<file path="src/rtl/uart_pkg.sv">
// Shared UART definitions: FSM state encoding, parity codes and default bit timing.
// The receiver is intended to import the same package so both ends agree.
package uart_pkg;

   typedef enum logic [2:0] {
      IDLE       = 3'd0,
      START      = 3'd1,
      DATA       = 3'd2,
      PARITY_BIT = 3'd3,
      STOP       = 3'd4
   } uart_state_e;

   localparam int PARITY_NONE = 0;
   localparam int PARITY_EVEN = 1;
   localparam int PARITY_ODD  = 2;

   // 100 MHz clock at 115200 baud
   localparam int CLKS_PER_BIT_DEFAULT = 868;

endpackage

</file>
<file path="src/rtl/uart_baud_gen.sv">
// Bit-period timer: counts clocks within one serial bit and pulses bit_done_out
// on the final cycle of each bit. Held at zero whenever the transmitter is idle.
module uart_baud_gen
   import uart_pkg::*;
#(
   parameter int CLKS_PER_BIT = CLKS_PER_BIT_DEFAULT
) (
   input  logic clk_in,
   input  logic rst_in,
   input  logic clear_in,
   input  logic run_in,
   output logic bit_done_out
);

   localparam int CNT_W = $clog2(CLKS_PER_BIT);
   localparam logic [CNT_W-1:0] LAST = CNT_W'(CLKS_PER_BIT - 1);

   logic [CNT_W-1:0] cnt_q, cnt_d;

   always_comb begin
      cnt_d = cnt_q;
      if (clear_in || !run_in || (cnt_q == LAST)) begin
         cnt_d = '0;
      end else begin
         cnt_d = cnt_q + CNT_W'(1);
      end
   end

   assign bit_done_out = run_in && !clear_in && (cnt_q == LAST);

   always_ff @(posedge clk_in or posedge rst_in) begin
      if (rst_in) begin
         cnt_q <= '0;
      end else begin
         cnt_q <= cnt_d;
      end
   end

endmodule

</file>
<file path="src/rtl/uart_tx.sv">
// UART transmitter: start bit, DATA_BITS payload LSB first, optional parity, one stop bit.
// The serial line is registered so it never glitches between bit periods.
module uart_tx
   import uart_pkg::*;
#(
   parameter int DATA_BITS    = 8,
   parameter int CLKS_PER_BIT = CLKS_PER_BIT_DEFAULT,
   parameter int PARITY       = PARITY_NONE
) (
   input  logic                 clk_in,
   input  logic                 rst_in,
   input  logic                 uart_tx_en_in,
   input  logic [DATA_BITS-1:0] uart_tx_data_in,
   output logic                 uart_tx_ready_out,
   output logic                 tx_serial_out
);

   localparam int IDX_W = (DATA_BITS > 1) ? $clog2(DATA_BITS) : 1;
   localparam logic [IDX_W-1:0] LAST_IDX = IDX_W'(DATA_BITS - 1);

   uart_state_e          state_q, state_d;
   logic [DATA_BITS-1:0] shift_q, shift_d;
   logic [IDX_W-1:0]     idx_q, idx_d;
   logic                 parity_q, parity_d;
   logic                 tx_q, tx_d;
   logic                 accept;
   logic                 bitDone;

   assign uart_tx_ready_out = (state_q == IDLE);
   assign accept            = uart_tx_ready_out && uart_tx_en_in;
   assign tx_serial_out     = tx_q;

   uart_baud_gen #(
      .CLKS_PER_BIT(CLKS_PER_BIT)
   ) u_baud (
      .clk_in      (clk_in),
      .rst_in      (rst_in),
      .clear_in    (accept),
      .run_in      (!uart_tx_ready_out),
      .bit_done_out(bitDone)
   );

   // The line value is derived from the next state so it lines up with the state register.
   always_comb begin
      state_d  = state_q;
      shift_d  = shift_q;
      idx_d    = idx_q;
      parity_d = parity_q;
      tx_d     = 1'b1;
      unique case (state_q)
         IDLE: begin
            if (accept) begin
               state_d  = START;
               shift_d  = uart_tx_data_in;
               idx_d    = '0;
               parity_d = (^uart_tx_data_in) ^ (PARITY == PARITY_ODD);
            end
         end
         START: begin
            if (bitDone) state_d = DATA;
         end
         DATA: begin
            if (bitDone) begin
               if (idx_q == LAST_IDX) begin
                  state_d = (PARITY != PARITY_NONE) ? PARITY_BIT : STOP;
               end else begin
                  idx_d   = idx_q + IDX_W'(1);
                  shift_d = shift_q >> 1;
               end
            end
         end
         PARITY_BIT: begin
            if (bitDone) state_d = STOP;
         end
         STOP: begin
            if (bitDone) state_d = IDLE;
         end
         default: state_d = IDLE;
      endcase
      unique case (state_d)
         START:      tx_d = 1'b0;
         DATA:       tx_d = shift_d[0];
         PARITY_BIT: tx_d = parity_d;
         default:    tx_d = 1'b1;
      endcase
   end

   always_ff @(posedge clk_in or posedge rst_in) begin
      if (rst_in) begin
         state_q  <= IDLE;
         shift_q  <= '0;
         idx_q    <= '0;
         parity_q <= 1'b0;
         tx_q     <= 1'b1;
      end else begin
         state_q  <= state_d;
         shift_q  <= shift_d;
         idx_q    <= idx_d;
         parity_q <= parity_d;
         tx_q     <= tx_d;
      end
   end

endmodule

</file>
<file path="config.mk">
export PLATFORM = sky130hd
export DESIGN_NAME = uart_tx
export DESIGN_NICKNAME = d
export VERILOG_FILES = /design/src/rtl/uart_pkg.sv /design/src/rtl/uart_baud_gen.sv /design/src/rtl/uart_tx.sv
export SDC_FILE = /design/constraint.sdc
export NUM_CORES = 1
export LEC_CHECK = 0
export BUFFER_PORTS_ARGS = -buffer_cell sky130_fd_sc_hd__buf_2
export CORE_MARGIN = 8
export CORE_UTILIZATION = 25
export DETAILED_ROUTE_END_ITERATION = 8
export HOLD_SLACK_MARGIN = 0.03
export PLACE_DENSITY = 0.46
export SYNTH_ARGS = -nofsm -noshare
export SYNTH_HDL_FRONTEND = slang
export SYNTH_SLANG_ARGS = --single-unit
</file>
<file path="constraint.sdc">
create_clock -name clk_in -period 3.2 [get_ports clk_in]
set_input_delay 0.64 -clock clk_in [delete_from_list [all_inputs] [get_ports clk_in]]
set_output_delay 0.64 -clock clk_in [all_outputs]
set_load 0.05 [all_outputs]
</file>
After elaboration in Yosys (flattened, before gate mapping)
Cells that the tools add are included.
{ "classes": {"addsub": 2, "multipliers": 0, "div_mod_pow": 0, "n_lt_le_gt_ge": 0, "n_eq_ne": 12, "n_shift": 0, "mux": 19, "bitwise_logic": 0, "n_reduce_logical": 11} }
{ "ops": {"columns": ["operator", "count"], "rows": [
  ["$mux 3", 9],
  ["$mux 8", 3],
  ["$pmux 8 s2", 1],
  ["$pmux 3 s5", 1],
  ["$eq 3x2->1 const B", 4],
  ["$add 10x1->10 const B", 1],
  ["$eq 10x10->1 const B", 1],
  ["$mux 10", 1],
  ["$reduce_xor 8->1", 1],
  ["$eq 3x1->1 const B", 2],
  ["$eq 3x3->1 const B", 2],
  ["$pmux 3 s2", 1],
  ["$ne 2x2->1 const B", 2],
  ["$reduce_and 4->1", 1],
  ["$add 3x1->3 const B", 1],
  ["$logic_and 1x1->1", 3],
  ["$logic_not 3->1", 1],
  ["$pmux 1 s3", 1],
  ["$logic_not 1->1", 2],
  ["$logic_or 1x1->1", 2],
  ["$mux 1", 2],
  ["$ne 2x1->1 const B", 1],
  ["$reduce_bool 2->1", 1]
]} }
{ "word_totals": {"reg_bits": 26, "latch_bits": 0, "mem_bits_rw": 0, "mem_bits_ro": 0, "in_bits": 11, "word_cells": 51, "n_memories": 0} }

Logic depth before layout (Yosys ltp)
{ "logic_depth": {"depth_word": 9, "ltp_mapped": 8, "depth_no_buf": 7} }

By module
Synthesis repeated with hierarchy kept, for this count alone.
{ "hier_totals": {"hier_cells": 135, "hier_area_um2": 1342.5} }
{ "by_module_without_submodules": {"columns": ["module", "n_inst", "cells_per_inst", "area_per_inst_um2", "seq_area_each_um2"], "rows": [
  ["uart_tx", 1, 83, 842.1, 401.6],
  ["uart_baud_gen", 1, 52, 500.5, 250.2]
]} }

Worst setup path after synthesis
Ideal clock, no wire load.
{ "synth_path": {"kind": "register -> register", "startpoint": "register state_q[2]", "endpoint": "register idx_q[0]", "setup_time_ps": 125, "t_arrival_ps": 2487, "required_time_ps": 3075, "slack_ps": 588, "path_stages_with_launch": 6, "path_buffers": 1, "path_cell_list": "dfrtp_1 buf_6 nor3_1 and2_1 nor2_2 mux2_2"} }
{ "synth_via": {"elab_chain_len": 7, "word_cells_on_any_way": 13, "classes_between": "eq/ne: 4; mux: 1; reduce/logical: 8"} }
{ "synth_rtl": {"columns": ["item", "line_no", "source"], "rows": [
  ["start: declaration", "uart_tx.sv:21", "uart_state_e state_q, state_d;"],
  ["start signal: assignment", "uart_tx.sv:96", "state_q <= state_d;"],
  ["$logic_not 3->1 *", "uart_tx.sv:29", "assign uart_tx_ready_out = (state_q == IDLE);"],
  ["named net uart_tx_ready_out", "uart_tx.sv:14", "output logic uart_tx_ready_out,"],
  ["$logic_and 1x1->1", "uart_tx.sv:30", "assign accept = uart_tx_ready_out && uart_tx_en_in;"],
  ["$logic_not 1->1", "uart_baud_gen.sv:29", "assign bit_done_out = run_in && !clear_in && (cnt_q == LAST);"],
  ["$logic_and 1x1->1 (2 in a row)", "uart_baud_gen.sv:29", null],
  ["$ne 2x2->1 (no source line)", null, null],
  ["$reduce_and 4->1 (no source line)", null, null],
  ["end signal: assignment", "uart_tx.sv:98", "idx_q <= idx_d;"],
  ["end: declaration", "uart_tx.sv:23", "logic [IDX_W-1:0] idx_q, idx_d;"]
]} }
The timed path passes the listed nets; every way through them passes the cells marked *.
A chain may end at the register's enable or synchronous reset.

Final worst setup path
{ "layout_path": {"startpoint": "register state_q[0]", "endpoint": "output port uart_tx_ready_out"} }
{ "layout_via": {"elab_chain_len": 1} }
{ "layout_rtl": {"columns": ["item", "line_no"], "rows": [
  ["$logic_not 3->1", "uart_tx.sv:29"],
  ["end: declaration", "uart_tx.sv:14"]
]} }
No other way between the ends.

==> results.toml <==
[outcome]
run_status = "finished, final reports clean"

[timing]
finalSetupViolations = 0
fmax_mhz = 416
grt_setup_unrepaired = "no"
fin_crit_ns = 2.40
finalCritPeriodShare = 0.750
slew_viol_final = 0
tns_ns = 0
skew_ns = 0.00530
worstMarginPinSlew_ns = 0.996
hold_slack_ns = 0.490
slew_headroom = 0.335
finalHoldViolCount = 0

[setup_path]
crit_start = "state_q[0]"
cp-start-kind = "register"
r2r_end = "idx_q[0]"
endpoint = "uart_tx_ready_out"
r2r_setup_slack_ns = 0.85
worstPathMaxFanout = 12
path_class = "register to primary output"
cp.arrival_ns = 1.76
r2r-start = "idx_q[0]"
setup.worst_path.end_class = "primary output"
path_cells = "nor3_1, buf_2"
reg2regPathDepth = 6
cp_slowest_stage_delay_ns = 0.59
cp.required_ns = 2.56
slowest_stage = "nor3_1"

[cells_and_area]
syn_to_final_growth_pct = 12.2
fin_area_um2 = 1600
layout-drive-gt1-share = 0.201
num_antenna_cells = 0
final_nets = 169
final_common_cell = "dfrtp_1"
fin_cells = 226
final_cell_mix = "dfrtp_1, nand2_1, nor2_1"

[worst_hold_path]
hold_path_class = "register to register"
hold_depth = 2

[global_routing]
antenna_found_initial = 0
overflow = 0
grt_pass1_wl_um = 4860
grt.total_usage = 0.0703
grt_pass1_vias = 1051
grt_max_degree = 27

[clocking]
ctsHoldBuffers = 0
cts_resized = 0
cts_tree = "yes"
cts.htree.levels = 1
cts_buffers = 3
clock_sinks = 26
cts.clk_slew.worst_paths_ns = 0.09
clkLatencyLatePin_ns = 0.26
clockBufferDepth = 2
cts-root-buf = "clkbuf_8"
cts_setup_buffers = 0

[pwr]
p_int_mw = 0.591
p_seq_frac = 0.538
power.leakage_nw = 0.707
ir_worst_vdd_v = 0.000197
swShare = 0.302
p_clk_frac = 0.247
power_switching_mw = 0.256
p_per_area_nw_per_um2 = 529
power_frac_comb = 0.215

[synthesis]
synth-xor-area-share = 0.0921
synth_seq_area_share = 0.457
synthSimpleGateAreaFrac = 0.261
postSynthAreaPerCell_um2 = 10.0
ys_types = 46
muxShareOfSynthArea = 0.0149
synth_area_leaders = "dfrtp_1, xnor2_1, nand2_1, nor2_1, a22oi_1"
synth_top_cell_by_area = "dfrtp_1"
synth_compound_area_frac = 0.108
synthCells = 142
synth-seq-cells = 26
yosysWarningCount = 0
synthesis.nets = 156
synth_top_area_share = 0.439
netlist_area_um2 = 1430
yosys.area_share.adder = 0.0263
synth_top_family_by_area = "simple AND/OR/NAND/NOR gates"
synth-main-ff-cell = "dfrtp_1"
synth_async_sr_flop_share = 1.00
synth_edf_count = 0

[place]
hpwlAfterDp_um = 2090
post_dp_cell_area_um2 = 1550
dp.cells = 222
port_buffers = 12
place_congestion = 0.730

[drt]
drc = 0
final_antenna_net_count = 0
routedWlPerCell_um = 12.1
vias = 1004
firstDrtPassIters = 4
wl_um = 2740
drt_first_iter_violations = 85
viasPerCell = 4.44

[die]
die_area_um2 = 8380
die_width_um = 91.5
ioPinCount = 13
rows = 27
fp.dieH_um = 91.5
start_util = 0.259
core_um2 = 5510

[run]
max-cap-violations = 0
==> layout make-up <==
class,instances,area (um2)
clock buffers,4,55.1
repair buffers,13,67.6
fillers,566,3910
well taps,72,90.1
flip-flops and latches,26,652
multi-input cells,106,717
inverters,5,18.8
==> cell families after synthesis <==
kind of cell,Yosys count
AOI/OAI and AO/OA,19
xor gates and xnor gates,15
adders and majority gates,3
buffers and inverters,10
DFF,26
muxes,2
and+or+nand+nor,67
==> registers in the layout, indices dropped and copies added, names as in the netlist <==
register,count
idx_q,3
parity_q,1
tx_serial_out,1
u_baud.cnt_q,10
state_q,3
shift_q,8
==> worst max-delay path: cells and delay by family, from the launching register on <==
kind / cells / cell delay (ns)
buffers and inverters: 1 / 0.38
and+or+nand+nor: 1 / 0.59
DFF: 1 / 0.53
==> cell usage after synthesis, types with 2 or more instances <==
library cell / n
buf_6: 2
ha_1: 3
nand3b_1: 2
o21ai_2: 2
nand2_1: 21
dfrtp_1: 25
xnor2_1: 11
xor2_1: 4
and2_1: 3
inv_1: 4
nor2_1: 17
a22oi_1: 6
nand3_1: 4
nor2b_1: 2
nor3_1: 3
a21oi_1: 3
==> worst min-delay path by stage <==
stage | startpoint | end
6_report | shift_q[5] | shift_q[5]
5_1_grt | shift_q[5] | shift_q[5]
4_1_cts | shift_q[2] | shift_q[2]
3_5_place_dp | shift_q[6] | shift_q[6]
3_3_place_gp | idx_q[1] | idx_q[1]
2_1_floorplan | shift_q[2] | shift_q[2]
==> routing by layer <==
layer  vias up  part of all wire  wire, um  global-route usage
met1       481              0.47      1290              0.0833
met4         0             0.011        29              0.0205
met5         -                 0         0                   0
met3         4             0.038       105              0.0239
met2         8              0.48      1310               0.117
li1        511                 -         -                   -
==> through the flow <==
| step | util | total power, mW | setup WS (ns) |
|---|---|---|---|
| 5_1_grt | 0.291 | 0.912 | 0.618 |
| 4_1_cts | 0.291 | 0.859 | 0.769 |
| 3_3_place_gp | 0.281 | 0.643 | 0.942 |
| 3_5_place_dp | 0.281 | 0.644 | 0.872 |
| 2_1_floorplan | - | 0.598 | 0.588 |
| 6_report | 0.291 | 0.846 | 0.798 |
==> power groups by stage <==
stage	clock [mW]	sequential (mW)	combinational [mW]
6_report	0.209	0.456	0.182
2_1_floorplan	0	0.449	0.150
5_1_grt	0.237	0.467	0.208
4_1_cts	0.219	0.455	0.185
3_3_place_gp	0	0.463	0.180
3_5_place_dp	0	0.461	0.184
(Power assumes the default switching activity.)
